`config.mk`:
```
export PLATFORM = sky130hd
export DESIGN_NAME = scaler_h
export DESIGN_NICKNAME = d
export VERILOG_FILES = /design/src/rtl/scaler_h.sv
export SDC_FILE = /design/constraint.sdc
export NUM_CORES = 1
export LEC_CHECK = 0
export CAP_MARGIN = 20
export CORE_AREA = 2 2 155 157
export CTS_CLUSTER_DIAMETER = 60
export DETAILED_ROUTE_END_ITERATION = 10
export DIE_AREA = 0 0 157 159
export HOLD_SLACK_MARGIN = 0.15
export PLACE_DENSITY_LB_ADDON = 0.15
export SLEW_MARGIN = 10
export SYNTH_ARGS = -nofsm -noshare
export SYNTH_HDL_FRONTEND = slang
export SYNTH_SLANG_ARGS = --single-unit
```
`constraint.sdc`:
```
create_clock -name clk -period 5.7 [get_ports clk]
set_input_delay 0.57 -clock clk [delete_from_list [all_inputs] [get_ports clk]]
set_output_delay 0.57 -clock clk [all_outputs]
set_load 0.01 [all_outputs]
```
`src/rtl/scaler_h.sv`:
```
// scaler_h: horizontal linear-interpolation downscaler (scale >= 1.0) with a 3-cycle pipeline.
// Build option SCALER_H_ROUND_EN: round the blend half up instead of truncating.
module scaler_h #(
  parameter int PIXEL_WIDTH      = 8,
  parameter int COE_WIDTH        = 10,
  parameter int STEP_FRAC_WIDTH  = 12,
  parameter int LINE_IN_SIZE_MAX = 4096
) (
  input  logic                   clk,
  input  logic                   rst_n,
  input  logic [15:0]            line_in_size,
  input  logic [15:0]            scale_step,
  input  logic [PIXEL_WIDTH-1:0] di_i,
  input  logic                   de_i,
  input  logic                   hs_i,
  input  logic                   vs_i,
  output logic [PIXEL_WIDTH-1:0] do_o,
  output logic                   de_o,
  output logic                   hs_o,
  output logic                   vs_o
);

  localparam int CNT_W  = $clog2(LINE_IN_SIZE_MAX) + 1;
  localparam int INT_W  = CNT_W + 1;
  localparam int ACC_W  = INT_W + STEP_FRAC_WIDTH;
  localparam int PROD_W = PIXEL_WIDTH + COE_WIDTH + 1;
  localparam int RES_W  = PROD_W - COE_WIDTH;
  localparam logic [15:0]          STEP_ONE = 16'(2 ** STEP_FRAC_WIDTH);
  localparam logic [COE_WIDTH:0]   COE_ONE  = (COE_WIDTH + 1)'(2 ** COE_WIDTH);
`ifdef SCALER_H_ROUND_EN
  localparam logic [PROD_W-1:0]    ROUND_ADD = PROD_W'(2 ** (COE_WIDTH - 1));
`else
  localparam logic [PROD_W-1:0]    ROUND_ADD = '0;
`endif

  // line state
  logic [CNT_W-1:0]       n_q, n_d;
  logic [ACC_W-1:0]       acc_q, acc_d;
  logic [15:0]            step_q, step_d;
  logic [CNT_W-1:0]       size_q, size_d;
  logic [PIXEL_WIDTH-1:0] prev_q, prev_d;

  // pipeline
  logic                   s1_vld_q, s1_vld_d;
  logic [PIXEL_WIDTH-1:0] s1_a_q, s1_a_d;
  logic [PIXEL_WIDTH-1:0] s1_b_q, s1_b_d;
  logic [COE_WIDTH-1:0]   s1_coe_q, s1_coe_d;
  logic                   s2_vld_q;
  logic [PROD_W-1:0]      s2_pa_q, s2_pa_d;
  logic [PROD_W-1:0]      s2_pb_q, s2_pb_d;
  logic [PIXEL_WIDTH-1:0] do_q, do_d;
  logic                   de_q;
  logic [2:0]             hs_dly_q, vs_dly_q;

  logic [15:0]            step_in;
  logic [CNT_W-1:0]       size_in;
  logic [CNT_W-1:0]       n_cur, size_cur;
  logic [ACC_W-1:0]       acc_cur;
  logic [15:0]            step_cur;
  logic [INT_W-1:0]       acc_int, n_ext;
  logic [STEP_FRAC_WIDTH-1:0] frac;
  logic [COE_WIDTH-1:0]   coe;
  logic                   take, hit_exact, hit_blend, emit;
  logic [PROD_W-1:0]      sum;
  logic [RES_W-1:0]       res;

  always_comb begin
    step_in = (scale_step < STEP_ONE) ? STEP_ONE : scale_step;
    size_in = ({16'd0, line_in_size} > 32'(LINE_IN_SIZE_MAX)) ?
              CNT_W'(LINE_IN_SIZE_MAX) : CNT_W'(line_in_size);

    // A pixel arriving with hs_i already belongs to the new line.
    n_cur    = hs_i ? '0 : n_q;
    acc_cur  = hs_i ? '0 : acc_q;
    step_cur = hs_i ? step_in : step_q;
    size_cur = hs_i ? size_in : size_q;

    acc_int = acc_cur[ACC_W-1:STEP_FRAC_WIDTH];
    frac    = acc_cur[STEP_FRAC_WIDTH-1:0];
    coe     = frac[STEP_FRAC_WIDTH-1 -: COE_WIDTH];
    n_ext   = INT_W'(n_cur);

    take      = de_i && (n_cur < size_cur);
    hit_exact = (frac == '0) && (acc_int == n_ext);
    hit_blend = (frac != '0) && ((acc_int + INT_W'(1)) == n_ext);
    emit      = take && (hit_exact || hit_blend);

    n_d    = take ? n_cur + CNT_W'(1) : n_cur;
    acc_d  = emit ? acc_cur + ACC_W'(step_cur) : acc_cur;
    step_d = step_cur;
    size_d = size_cur;
    prev_d = take ? di_i : prev_q;

    // Exact hits blend the current pixel with itself at weight zero.
    s1_vld_d = emit;
    s1_a_d   = hit_exact ? di_i : prev_q;
    s1_b_d   = di_i;
    s1_coe_d = hit_exact ? '0 : coe;

    s2_pa_d = PROD_W'(s1_a_q) * PROD_W'(COE_ONE - {1'b0, s1_coe_q});
    s2_pb_d = PROD_W'(s1_b_q) * PROD_W'(s1_coe_q);

    sum  = s2_pa_q + s2_pb_q + ROUND_ADD;
    res  = sum[PROD_W-1:COE_WIDTH];
    do_d = do_q;
    if (s2_vld_q) begin
      do_d = res[RES_W-1] ? '1 : res[PIXEL_WIDTH-1:0];
    end
  end

  always_ff @(posedge clk or negedge rst_n) begin
    if (!rst_n) begin
      n_q      <= '0;
      acc_q    <= '0;
      step_q   <= STEP_ONE;
      size_q   <= '0;
      prev_q   <= '0;
      s1_vld_q <= 1'b0;
      s1_a_q   <= '0;
      s1_b_q   <= '0;
      s1_coe_q <= '0;
      s2_vld_q <= 1'b0;
      s2_pa_q  <= '0;
      s2_pb_q  <= '0;
      do_q     <= '0;
      de_q     <= 1'b0;
      hs_dly_q <= '0;
      vs_dly_q <= '0;
    end else begin
      n_q      <= n_d;
      acc_q    <= acc_d;
      step_q   <= step_d;
      size_q   <= size_d;
      prev_q   <= prev_d;
      s1_vld_q <= s1_vld_d;
      s1_a_q   <= s1_a_d;
      s1_b_q   <= s1_b_d;
      s1_coe_q <= s1_coe_d;
      s2_vld_q <= s1_vld_q;
      s2_pa_q  <= s2_pa_d;
      s2_pb_q  <= s2_pb_d;
      do_q     <= do_d;
      de_q     <= s2_vld_q;
      hs_dly_q <= {hs_dly_q[1:0], hs_i};
      vs_dly_q <= {vs_dly_q[1:0], vs_i};
    end
  end

  assign do_o = do_q;
  assign de_o = de_q;
  assign hs_o = hs_dly_q[2];
  assign vs_o = vs_dly_q[2];

endmodule

```
==> metrics.txt <==
CP max stage cell=fa_1; power per cell area=526 nW/um^2; Worst Slack Setup Final=0.297 ns; synth cell count leaders=inv_1 (200), dfrtp_1 (155), nand2_1 (131); Top cell by count, worst path=fa_1; total CTS buffers=17; element type at the critical path end=flip-flop; status=finished, final reports clean; Setup CP Type=flip-flop to flip-flop; gpl congestion=0.844; max-slew violations=0; post-synthesis cell area=13100 um^2; setup violators final=0; worst vdd ir=between 0.0004 and 0.0005 V; layout cells sized above 1=7.64%; synth warn=0; fill cell count=1941; clock root cell=clkbuf_16; largest net degree at the start of global routing=a little under 100; die width=157 um; max frequency=between 0.15 and 0.2 GHz; clock tree buffer depth=2; final hold vios=0; # diodes=0; kind of start point of the critical path=flip-flop; Crit path arrival time=~5.8 ns; Worst-Skew Late Latency=0.43 ns; setup bufs post-CTS=0; ys async rst share=between 90% and 100%; final WL=27.2 mm; crit path time final=roughly 5.4 ns; post-CTS resize count=0; Area Growth Syn to Fin=12.4%; clock sinks=156; DRT iter0 DRCs=414; Overflow after GRT=0; drt wl/cell=15.4 um; Mapped Cells=about 1400; crit path max fanout=9; slowest stage delay, CP=0.52 ns; vias per cell=5.27; TritonRoute pass-1 iters=5; die height=159 um; Crit path max-delay family=adder cells; antenna violations before repair=0; syn_area_per_cell=9.51 um^2; via count=about 9300; Total Power=7750 uW; post-synth top area share=29.6%; worst slew pin tran=0.853 ns; Post-DRT Antenna Nets=0; Net Count, Synth=1658; buffers and inverters on the worst path=5; Hold Path Class=input port to asynchronous set/reset pin; number of global-route vias before repair=9919; most common cell in the synthesized netlist=inv_1; Design Area, Final=14700 um^2; die footprint=25000 um^2; Multi-input gate area=8360 um^2; Max Cap Violations=0; Synth Flop Type=dfrtp_1; standard-cell row count=56; Worst-path clk slew=0.07 ns; Synth area leader=dfrtp_1; area of placed instances=14000 um^2; I/O pin cnt=56; hpwl dp=21.3 mm; post-cts hold buffer count=0; H-tree depth=4; synth unique cells=60; CP required=6.05 ns; CTS tree=done; Setup TNS Final=0 ns; first-pass GRT wire length=47.0 mm; final cycle utilization of the critical path=94.8%; worst slack, placed=0.0919 ns; number of buffers added on ports=55; CP Cell Sequence=buf_4 > nor2_1 > nand3b_1 > xor2_1 > buf_4 > nand2_1 > fa_1 > inv_1 > fa_1 > ha_1 > inv_1 > fa_1 > inv_1 > fa_1 > a21o_1 > a21oi_2 > o21bai_1 > a31o_2 > a41oi_1 > a21oi_1 > a21o_1 > a21oi_1 > xnor2_1; DRC=0; Seq cells post-synth=about 160; CORE AREA=23200 um^2; Post-synth EDFFs=0; Pleak=0.00738 uW; share of the yosys chip area belonging to registers=29.8%; GRT Util Overall=23.4%; post-layout net count=1706; most area-consuming cells after synthesis=dfrtp_1 (30%), fa_1 (16%), ha_1 (12%); register area=~4000 um^2; Max transition margin=41.7%; Layout Skew=0.0114 ns; Initial Util=about 57%
[cell families (layout without fill, tap and decap cells)]
logic type / count (synthesis) / in the layout / synth area share (%)
AO/OA/AOI/OAI: 178 / 178 / 8.49
flip-flops: 156 / 156 / 29.8
XOR/XNOR: 90 / 90 / 6.01
adder cells (fa/ha/maj): 234 / 234 / 28.3
buffers and inverters: 246 / 307 / 7.09
multiplexers: 32 / 32 / 2.73
AND/OR/NAND/NOR: 443 / 443 / 17.6
[routing by layer]
| metal | global-route usage (%) | routed length, um |
|---|---|---|
| met5 | 0 | 0 |
| met2 | 39.1 | 13300 |
| met1 | 30.9 | 12200 |
| met3 | 3.43 | 877 |
| met4 | 8.76 | 797 |
[worst paths after layout]
path                             start  slack, ns  cells past startpoint     endpoint
setup / recovery           s1_coe_q[2]       0.30                     23  s2_pa_q[18]
hold / removal                   rst_n       0.21                      1      do_o[7]
setup reg to reg           s1_coe_q[2]       0.30                     23  s2_pa_q[18]
hold reg to reg            hs_dly_q[1]       0.35                      0  hs_dly_q[2]
max in group asynchronous        rst_n       4.16                      2  s1_coe_q[2]
min in group clk           hs_dly_q[1]       0.35                      0  hs_dly_q[2]
[where the power goes]
part | switching, uW | internal, uW | leakage [uW]
clock network | 482 | 748 | 0.000300
registers | 155 | 1390 | 0.00198
logic | 2700 | 2280 | 0.00510
total | 3330 | 4410 | 0.00738
[layout by cell type (no fill, tap or decap), types with 4 or more instances in the layout]
master           count
fa_1               104
xnor2_1             55
buf_4               20
xnor2_2              4
o21a_1              20
inv_1              200
clkbuf_16           17
mux2_2              28
or2_2                4
and2_1             102
o21bai_1             4
and3_1               6
o21ai_0             47
a31oi_1              7
clkdlybuf4s50_1     53
bufinv_16            4
ha_1               129
a21o_1              21
nand2_1            130
nand2b_1            11
xor2_1              30
or3_1                5
nor3_1              23
nor2_1              51
nor2b_1             50
a21oi_1             48
nor4_1              11
nand3_1             17
nand3b_1             4
o31ai_1              5
nand4_1             13
dfrtp_1            152
[state kept, by name (all words and copies together), names as in the netlist, 3 cells and up]
signal    flops
acc_q        26
s2_pa_q      19
s2_pb_q      18
step_q       16
n_q          13
size_q       13
s1_coe_q     10
do_o          8
prev_q        8
s1_a_q        8
s1_b_q        8
hs_dly_q      3
vs_dly_q      3
[metrics by stage]
step                      hold WS (ns)  util [%]  cells
after floorplan                  0.274         -   1379
after global placement           0.334      60.5   1726
after detailed placement         0.338      60.5   1726
after CTS                        0.242      63.2   1758
after global routing             0.285      63.6   1759
final                            0.209      63.6   1759
[final cells by class]
| class | instances | share of cell area, % |
|---|---|---|
| Clock buffer | 19 | 3.00 |
| Clock inverter | 13 | 1.27 |
| Tap cell | 319 | 2.71 |
| Timing Repair Buffer | 75 | 4.73 |
| Sequential cell | 156 | 26.5 |
| Multi-Input combinational cell | 977 | 56.7 |
| Inverter | 200 | 5.09 |
Power figures use the tool's default switching activity.
